==> src/rtl/ksa_burst_accumulator_pkg.sv <==
// Shared types and constants for the Kogge-Stone burst accumulator.
// Optional saturation build: KSA_BURST_ACC_SAT_EN.
package ksa_burst_accumulator_pkg;

    typedef enum logic [0:0] {
        ACC  = 1'b0,
        HOLD = 1'b1
    } state_e;

    localparam int KSA_W = 11;
    localparam int DEF_CNT_W = 4;

    localparam logic [KSA_W-1:0] ACC_MAX = '1;
    localparam logic [DEF_CNT_W-1:0] CNT_MAX = '1;

endpackage

==> src/rtl/ksa_burst_accumulator_if.sv <==
// Operand and result valid/ready streams of the burst accumulator.
interface ksa_burst_accumulator_if #(
    parameter int WIDTH = 11,
    parameter int CNT_W = 4
);
    logic             in_valid;
    logic             in_ready;
    logic [WIDTH-1:0] in_data;
    logic             in_last;
    logic             in_clear;
    logic             out_valid;
    logic             out_ready;
    logic [WIDTH-1:0] out_sum;
    logic             out_ovf;
    logic [CNT_W-1:0] out_count;

    modport master (
        output in_valid, in_data, in_last, in_clear, out_ready,
        input  in_ready, out_valid, out_sum, out_ovf, out_count
    );

    modport slave (
        input  in_valid, in_data, in_last, in_clear, out_ready,
        output in_ready, out_valid, out_sum, out_ovf, out_count
    );
endinterface

==> src/rtl/ksa_burst_accumulator_adder.sv <==
// 11-bit Kogge-Stone parallel-prefix adder with carry-in and carry-out.
module PPA_Kogge_Stone_11bit (
    input  logic [10:0] A,
    input  logic [10:0] B,
    input  logic        cin,
    output logic [10:0] S,
    output logic        cout
);
    logic [4:0][10:0] gk;
    logic [4:0][10:0] pk;
    logic [11:0]      c;

    // Prefix levels span 1, 2, 4 and 8 bits; level 4 holds G/P of [i:0].
    always_comb begin
        gk = '0;
        pk = '0;
        gk[0] = A & B;
        pk[0] = A ^ B;
        for (int k = 1; k < 5; k++) begin
            for (int i = 0; i < 11; i++) begin
                if (i >= (1 << (k - 1))) begin
                    gk[k][i] = gk[k-1][i]
                             | (pk[k-1][i] & gk[k-1][i-(1<<(k-1))]);
                    pk[k][i] = pk[k-1][i] & pk[k-1][i-(1<<(k-1))];
                end else begin
                    gk[k][i] = gk[k-1][i];
                    pk[k][i] = pk[k-1][i];
                end
            end
        end
    end

    always_comb begin
        c = '0;
        c[0] = cin;
        for (int i = 0; i < 11; i++) begin
            c[i+1] = gk[4][i] | (pk[4][i] & cin);
        end
    end

    assign S    = pk[0] ^ c[10:0];
    assign cout = c[11];
endmodule

==> src/rtl/ksa_burst_accumulator.sv <==
// Burst accumulator over a valid/ready stream using the 11-bit KS adder.
// Define KSA_BURST_ACC_SAT_EN to clamp stored sums at the all-ones value.
module ksa_burst_accumulator
    import ksa_burst_accumulator_pkg::*;
#(
    parameter int WIDTH = 11,
    parameter int CNT_W = 4
) (
    input logic clk,
    input logic rst_n,
    ksa_burst_accumulator_if.slave bus
);
    generate
        if (WIDTH != KSA_W) begin : g_bad_width
            $error("ksa_burst_accumulator: WIDTH must be 11");
        end
    endgenerate

    localparam logic [CNT_W-1:0] CNT_TOP = '1;

    state_e           state_q, state_d;
    logic [WIDTH-1:0] acc_q, acc_d;
    logic             ovf_q, ovf_d;
    logic [CNT_W-1:0] cnt_q, cnt_d;
    logic [WIDTH-1:0] sum_q, sum_d;
    logic             oovf_q, oovf_d;
    logic [CNT_W-1:0] ocnt_q, ocnt_d;

    logic [WIDTH-1:0] sum_n;
    logic             carry;
    logic             ovf_n;
    logic [WIDTH-1:0] upd;
    logic [CNT_W-1:0] cnt_inc;

    PPA_Kogge_Stone_11bit u_adder (
        .A    (acc_q),
        .B    (bus.in_data),
        .cin  (1'b0),
        .S    (sum_n),
        .cout (carry)
    );

    assign ovf_n   = ovf_q | carry;
    assign cnt_inc = (cnt_q == CNT_TOP) ? cnt_q : cnt_q + 1'b1;

`ifdef KSA_BURST_ACC_SAT_EN
    assign upd = ovf_n ? ACC_MAX : sum_n;
`else
    assign upd = sum_n;
`endif

    assign bus.in_ready  = (state_q == ACC);
    assign bus.out_valid = (state_q == HOLD);
    assign bus.out_sum   = sum_q;
    assign bus.out_ovf   = oovf_q;
    assign bus.out_count = ocnt_q;

    always_comb begin
        state_d = state_q;
        acc_d   = acc_q;
        ovf_d   = ovf_q;
        cnt_d   = cnt_q;
        sum_d   = sum_q;
        oovf_d  = oovf_q;
        ocnt_d  = ocnt_q;
        unique case (state_q)
            ACC: begin
                // A clear swallows any same-cycle beat, last included.
                if (bus.in_clear) begin
                    acc_d = '0;
                    ovf_d = 1'b0;
                    cnt_d = '0;
                end else if (bus.in_valid) begin
                    if (bus.in_last) begin
                        sum_d   = upd;
                        oovf_d  = ovf_n;
                        ocnt_d  = cnt_inc;
                        acc_d   = '0;
                        ovf_d   = 1'b0;
                        cnt_d   = '0;
                        state_d = HOLD;
                    end else begin
                        acc_d = upd;
                        ovf_d = ovf_n;
                        cnt_d = cnt_inc;
                    end
                end
            end
            HOLD: begin
                if (bus.out_ready) state_d = ACC;
            end
            default: state_d = ACC;
        endcase
    end

    always_ff @(posedge clk or negedge rst_n) begin
        if (!rst_n) begin
            state_q <= ACC;
            acc_q   <= '0;
            ovf_q   <= 1'b0;
            cnt_q   <= '0;
            sum_q   <= '0;
            oovf_q  <= 1'b0;
            ocnt_q  <= '0;
        end else begin
            state_q <= state_d;
            acc_q   <= acc_d;
            ovf_q   <= ovf_d;
            cnt_q   <= cnt_d;
            sum_q   <= sum_d;
            oovf_q  <= oovf_d;
            ocnt_q  <= ocnt_d;
        end
    end
endmodule
==> src/flat_wrapper.sv <==
// flat-port wrapper written by rule: the top's interface ports become plain ports
module ksa_burst_accumulator_flat import ksa_burst_accumulator_pkg::*;
#(
    parameter int WIDTH = 11,
    parameter int CNT_W = 4
)
  (clk, rst_n, bus_in_valid, bus_in_data, bus_in_last, bus_in_clear, bus_out_ready, bus_in_ready, bus_out_valid, bus_out_sum, bus_out_ovf, bus_out_count);
  ksa_burst_accumulator_if #(.WIDTH(WIDTH), .CNT_W(CNT_W)) bus_i ();
  input logic clk;
  input logic rst_n;
  input wire logic [$bits(bus_i.in_valid)-1:0] bus_in_valid;
  input wire logic [$bits(bus_i.in_data)-1:0] bus_in_data;
  input wire logic [$bits(bus_i.in_last)-1:0] bus_in_last;
  input wire logic [$bits(bus_i.in_clear)-1:0] bus_in_clear;
  input wire logic [$bits(bus_i.out_ready)-1:0] bus_out_ready;
  output wire logic [$bits(bus_i.in_ready)-1:0] bus_in_ready;
  output wire logic [$bits(bus_i.out_valid)-1:0] bus_out_valid;
  output wire logic [$bits(bus_i.out_sum)-1:0] bus_out_sum;
  output wire logic [$bits(bus_i.out_ovf)-1:0] bus_out_ovf;
  output wire logic [$bits(bus_i.out_count)-1:0] bus_out_count;
  assign bus_i.in_valid = bus_in_valid;
  assign bus_i.in_data = bus_in_data;
  assign bus_i.in_last = bus_in_last;
  assign bus_i.in_clear = bus_in_clear;
  assign bus_i.out_ready = bus_out_ready;
  assign bus_in_ready = bus_i.in_ready;
  assign bus_out_valid = bus_i.out_valid;
  assign bus_out_sum = bus_i.out_sum;
  assign bus_out_ovf = bus_i.out_ovf;
  assign bus_out_count = bus_i.out_count;
  ksa_burst_accumulator #(.WIDTH(WIDTH), .CNT_W(CNT_W)) u_core (.clk(clk), .rst_n(rst_n), .bus(bus_i));
endmodule
==> config.mk <==
export PLATFORM = sky130hd
export DESIGN_NAME = ksa_burst_accumulator_flat
export DESIGN_NICKNAME = d
export VERILOG_FILES = /design/src/rtl/ksa_burst_accumulator_pkg.sv /design/src/rtl/ksa_burst_accumulator_if.sv /design/src/rtl/ksa_burst_accumulator_adder.sv /design/src/rtl/ksa_burst_accumulator.sv /design/src/flat_wrapper.sv
export SDC_FILE = /design/constraint.sdc
export NUM_CORES = 1
export LEC_CHECK = 0
export ABC_AREA = 1
export CAP_MARGIN = 0
export CORE_AREA = 2 2 58 82
export CTS_CLUSTER_SIZE = 28
export DETAILED_ROUTE_END_ITERATION = 8
export DIE_AREA = 0 0 60 84
export PLACE_DENSITY = 0.7
export SYNTH_ARGS = -nofsm -noshare
export SYNTH_HDL_FRONTEND = slang
export SYNTH_SLANG_ARGS = --single-unit
==> constraint.sdc <==
create_clock -name clk -period 4.8 [get_ports clk]
set_input_delay 1.2 -clock clk [delete_from_list [all_inputs] [get_ports clk]]
set_output_delay 1.2 -clock clk [all_outputs]
set_load 0.01 [all_outputs]
==> impl_results.md <==
* Total wire length at 4200 microns
* Initial Util at 43.3%
* Gpl congestion at 0.913
* CP Class: primary input to flip-flop
* CP Launch Type: primary input
* Reg2Reg Depth at 7
* Core box area at 0.00439 sq mm
* FMAX at 0.367 GHz
* # Post-CTS Setup Buffers at 0
* Hold Startpoint: u_core.bus.out_sum[2]
* Sequential share of the synthesized area at 43.5%
* Clock buffer depth at 2
* DIE AREA at 0.00504 sq mm
* Largest net degree at the start of global routing at 34
* Capturing point of the worst reg2reg path: u_core.bus.out_sum[4]
* Initial antenna violation count at 0
* Routed vias at 1663
* Flops & latches, synth at 33
* Final setup TNS at 0 ns
* Root Driver: clkbuf_8
* Share of layout cells above drive strength 1 at 7.39%
* Cts repair resizes at 0
* Drt wl/cell at 12.1 microns
* GRT Util Overall at 18.8%
* Worst R2R Setup Slack at 3.02 ns
* # IOs at 35
* Slew Limit Fails at 0
* Adder-Cell Fraction of Synth Area at 8.96%
* Mapped Nets at 273
* Area post-placement at 0.00231 sq mm
* CTS Sinks at 33
* Vias per std cell at 4.81
* Number of distinct library cells after synthesis at 26
* Post-Syn Instances at 243
* First-pass GRT wire length at 7110 microns
* Final HPWL DP at 3250 microns
* Vias in the first global route at 1604
* Post-synthesis mux area share at 0%
* Seq. cell area at 826 sq um
* Main combinational cell family by area after synthesis: simple AND/OR/NAND/NOR gates
* Status: completed
* Worst Hold Path EP: u_core.bus.out_sum[2]
* Area of the multi-input gates at 966 sq um
* Synth Cell Area at 0.00190 sq mm
* Crit end category: flip-flop
* Post-synthesis xor/xnor area fraction at 1.84%
* DR pass1 iterations at 4
* CTS Buf Count at 5
* Min cycle time layout at 2.73 ns
* Post-Synth Simple-Gate Area at 31.0%
* Site Rows at 29
* Period utilization at 56.8%
* Critical Path RT at 4.96 ns
* DR iter-0 viols at 62
* Critical R2R Launch: u_core.acc_q[0]
* RSZ-0062 raised after global routing: no
* Total grt overflow at 0
* Routed Antenna Nets at 0
* Port Buf Inserts at 34
* Pwr Density at 356 mW/mm^2
* CP Max Fanout at 3
* Syn_area_per_cell at 7.82 sq um
* Design Power at 861 uW
* Nets at 313
* DRC viols at 0
* Slew of the pin with the lowest slew margin at 0.479 ns
* Hold Path Class: flip-flop to flip-flop
* Die Ht at 84 microns
* Critical Path AT at 2.88 ns
* Slew margin rel. at 68.0%
* Final setup fails at 0
* H-Tree Depth at 2
* Synth warnings at 0
* Skew-Pair Late Insertion Delay at 0.28 ns
* Antenna cells at 0
* Leakage power at 1.26 nW
* Final Hold Fails at 0
* CTS clk-pin slew, worst paths at 0.06 ns
* # Max-Cap Violations at 0
* Die width at 60 microns
* Worst vdd ir at 0.158 mV
* Synth Area in Compound Gates at 9.03%
* TritonCTS clock tree: done
* Layout fillers at 427
* Clock Skew at 0.00401 ns
* Hold path cells at 2
* P&R area growth vs syn at 27.2%
* Hold_buf cts at 0
* Final Cell Area at 0.00242 sq mm
-- through the flow --
step                      hold slack, ns  cells  util [%]  setup WS [ns]
final                              0.477    346      55.0           2.07
after global routing               0.507    346      55.0           1.92
after CTS                          0.482    346      55.0           2.06
after detailed placement           0.464    338      52.7           1.76
after global placement             0.464    338      52.7           1.81
after floorplan                    0.450    243         -           2.34
-- worst max-delay path: stages --
cell and delay (ns):
clkdlybuf4s50_1 0.40, ha_1 0.26, fa_1 0.46, nand2_1 0.09, nand3_1 0.11, nand2_1 0.10, xor2_1 0.17, o21ai_0 0.10
-- synthesized netlist by cell type --
| cell type | instances | area share (%) |
|---|---|---|
| a31oi_1 | 1 | 0.33 |
| nand2_4 | 1 | 0.59 |
| o21ai_1 | 1 | 0.26 |
| nor2_1 | 12 | 2.4 |
| o21ai_0 | 16 | 4.2 |
| nand3_1 | 21 | 5.5 |
| o22ai_1 | 2 | 0.66 |
| buf_2 | 2 | 0.53 |
| a21oi_1 | 5 | 1.3 |
| buf_4 | 1 | 0.40 |
| nand2_1 | 92 | 18 |
| nand3_2 | 1 | 0.53 |
| inv_2 | 3 | 0.59 |
| nor2_2 | 2 | 0.66 |
| dfrtp_1 | 33 | 43 |
| nand3b_1 | 4 | 1.6 |
| a21oi_2 | 2 | 0.92 |
| nor3_1 | 1 | 0.26 |
| a22o_1 | 1 | 0.46 |
| inv_1 | 21 | 4.2 |
| nand4_1 | 2 | 0.66 |
| xor2_1 | 4 | 1.8 |
| o21ai_4 | 1 | 0.86 |
| ha_1 | 12 | 7.9 |
| nand4_2 | 1 | 0.66 |
| fa_1 | 1 | 1.1 |
-- logic make-up after synthesis --
| kind of cell | count (synthesis) |
|---|---|
| simple gates | 137 |
| flops | 33 |
| compound gates | 29 |
| buf+inv | 27 |
| fa+ha+maj | 13 |
| xor+xnor | 4 |
-- worst max path at each step --
stage | from | endpoint | slack (ns)
after detailed placement | bus_in_data[0] | u_core.bus.out_sum[4] | 1.76
after global routing | bus_in_data[0] | u_core.bus.out_sum[4] | 1.92
after floorplan | bus_in_data[0] | u_core.bus.out_sum[4] | 2.34
final | bus_in_data[0] | u_core.bus.out_sum[4] | 2.07
after CTS | bus_in_data[0] | u_core.bus.out_sum[4] | 2.06
after global placement | bus_in_data[0] | u_core.bus.out_sum[4] | 1.81
-- registers in the layout, summed over array words and instances (netlist names) --
signal / count
u_core.bus.out_sum: 11
u_core.cnt_q: 4
u_core.bus.out_ovf: 1
u_core.bus.out_count: 4
u_core.acc_q: 11
u_core.bus.out_valid: 1
u_core.ovf_q: 1
-- cell usage in the layout, fill, tap and decap left out, drive strengths merged --
master,count
nor3,1
a31oi,1
ha,12
clkbuf,7
nand4,3
nand3,22
nand3b,4
dfrtp,33
xor2,4
nand2,93
clkinv,1
o21ai,18
nor2,14
fa,1
a22o,1
clkdlybuf4s50,34
buf,2
a21oi,7
inv,24
o22ai,2
-- cell type report --
type	instances	share of cell area, %
Multi-Input combinational cell	183	40.0
Sequential cell	33	34.2
Timing Repair Buffer	36	14.7
Clock buffer	7	3.99
Inverter	24	3.73
Tap cell	62	3.21
Clock inverter	1	0.207
-- per-layer routing --
layer,track usage (%),vias to the layer above,wire length (microns)
met2,32.4,35,2190
li1,-,867,-
met3,4.19,10,151
met1,21.5,751,1750
met4,7.68,0,107
met5,0,-,0
-- power breakdown --
| part | total (mW) | internal (mW) | switching [mW] |
|---|---|---|---|
| Sequential | 0.354 | 0.326 | 0.0280 |
| Combinational | 0.278 | 0.133 | 0.145 |
| Clock | 0.229 | 0.129 | 0.0993 |
| Total | 0.861 | 0.588 | 0.272 |
Note: power is estimated with default switching activity, not from simulation.
==> RTL change, RTL diff (same settings) <==
The option `KSA_BURST_ACC_SAT_EN` is turned on by a define.
--- a/src/rtl/ksa_burst_accumulator.sv
+++ b/src/rtl/ksa_burst_accumulator.sv
@@ -1,5 +1,7 @@
 // Burst accumulator over a valid/ready stream using the 11-bit KS adder.
 // Define KSA_BURST_ACC_SAT_EN to clamp stored sums at the all-ones value.
+`define KSA_BURST_ACC_SAT_EN
+
 module ksa_burst_accumulator
     import ksa_burst_accumulator_pkg::*;
 #(
Function: changed (a bounded check fails within 4 cycles, from zero or initial values and one cycle with rst_n low).
==> RTL change against the unedited design <==
Total power is 6.1% lower; worst setup slack got worse by 0.19 ns; routed wire length is 8.6% higher; final area up 2.5%; die area did not move; sequential cell count stayed put; combinational power fell by 3%; synthesized area grew 4.8%; largest power group unchanged; highest routed layer unchanged.
==> RTL change: results (changes against the unedited design) <==
* Status: completed
* Cell leakage power at 0.00131 uW (+4.2%)
* Sequential-to-total area share from yosys stat at 0.415 (-0.0199)
* Layout cells sized above 1 at 0.0588 (-0.0151)
* Final #Nets at 337 (+7.7%)
* Synth Flop Type: dfrtp_1
* Layout fillers at 451 (+5.6%)
* M1 GR Usage at 0.283 (+0.0686)
* Min-Delay Endpoint: u_core.bus.out_sum[9]$_DFFE_PN0P_
* Crit path largest cell delay at 0.42 ns (-0.04 ns)
* Worst R2R Start: u_core.acc_q[2]$_DFFE_PN0P_
* Post-Layout Cell Count at 368 (+6.4%)
* Worst Clk Skew at 0.00927 ns (+0.00526 ns)
* FF-to-FF path depth at 9 (+2)
* HP Start: u_core.bus.out_sum[9]$_DFFE_PN0P_
* Gr ovfl total at 0 (unchanged)
* Final hold slack at 0.485 ns (+0.00842 ns)
* Total track usage at 0.212 (+0.0241)
* Syn nets at 298 (+9.2%)
* CP max FO at 9 (+6)
* DRT iter0 DRCs at 103 (+66%)
* Mean Syn Cell Area at 7.43 um^2 (-5.0%)
* Via count at 1792 (+7.8%)
* Diodes inserted at 0 (unchanged)
* Largest net degree at the start of global routing at 34 (unchanged)
* WHS Path Cells at 2 (unchanged)
* Final Cycle Share at 0.607 (+0.0386)
* Crit path from: bus_in_data[2]
* Slack of the worst reg-to-reg path at 2.86 ns (-0.16 ns)
* Synth Area in Compound Gates at 0.0993 (+0.00906)
* Area after DPL at 2400 um^2 (+3.8%)
* Mux cell area share after synthesis at 0 (unchanged)
* Fraction of registers with async set/reset at 1.00 (unchanged)
* Routability Congestion at 0.871 (-4.6%)
* WL/cell at 12.4 um (+2.1%)
* Clk buf depth at 2 (unchanged)
* Post-DP HPWL at 3450 um (+6.3%)
* HP Class: reg -> reg
* Synth top cells by count: nand2_1, inv_1, dfrtp_1
* First-pass GRT wire length at 8180 um (+15%)
* Critical Path AT at 3.09 ns (+0.21 ns)
* Critical Path End: u_core.acc_q[7]$_DFFE_PN0P_
* CP top delay family: simple AND/OR/NAND/NOR gates
* GR Util met2 at 0.326 (+0.00198)
* Slew headroom at 0.562 (-0.118)
* Synth Area in XOR/XNOR at 0.0132 (-0.00525)
* Synth top area cells: dfrtp_1, nand2_1, ha_1
* Setup WS pre-CTS at 1.59 ns (-0.166 ns)
* Adder-Cell Fraction of Synth Area at 0.0855 (-0.00411)
* GR Layer Usage met3 at 0.0372 (-0.00465)
* Synth cell types at 24 (-7.7%)
* Pre-Repair DR Iteration Count at 4 (unchanged)
* Slowest-stage cell, CP: clkdlybuf4s50_1
* Placed cells at 362 (+7.1%)
* Maximum vdd drop at 0.204 mV (+29%)
* Reg clk slew, reported paths at around 0.070 ns
-- RTL change: cell families (layout without fill, tap and decap cells) --
group,count (synthesis),in the layout
flip-flops,33,33
XOR/XNOR,3,3
AND/OR/NAND/NOR,143,143
AO/OA/AOI/OAI,35,35
buffers and inverters,41,79
adder cells (fa/ha/maj),13,13
-- RTL change: metal layers --
layer,part of all wire,vias to the layer above
met5,0,-
li1,-,921
met1,0.45,815
met4,0.031,0
met3,0.041,10
met2,0.48,46
-- RTL change: report_power, final --
group          internal (uW)  leakage, uW  switching [uW]
registers                321     0.000433            26.2
clock network           95.2    0.0000399            94.9
logic                    127     0.000839             145
-- RTL change: layout make-up --
cell class              count  area, um^2  share of cell area
repair buffers             36         355               0.143
well taps                  62        77.6              0.0313
inverters                  37         139              0.0561
clock inverters             1        5.00             0.00202
flip-flops and latches     33         826               0.333
clock buffers               5        68.8              0.0278
multi-input cells         194        1010               0.406
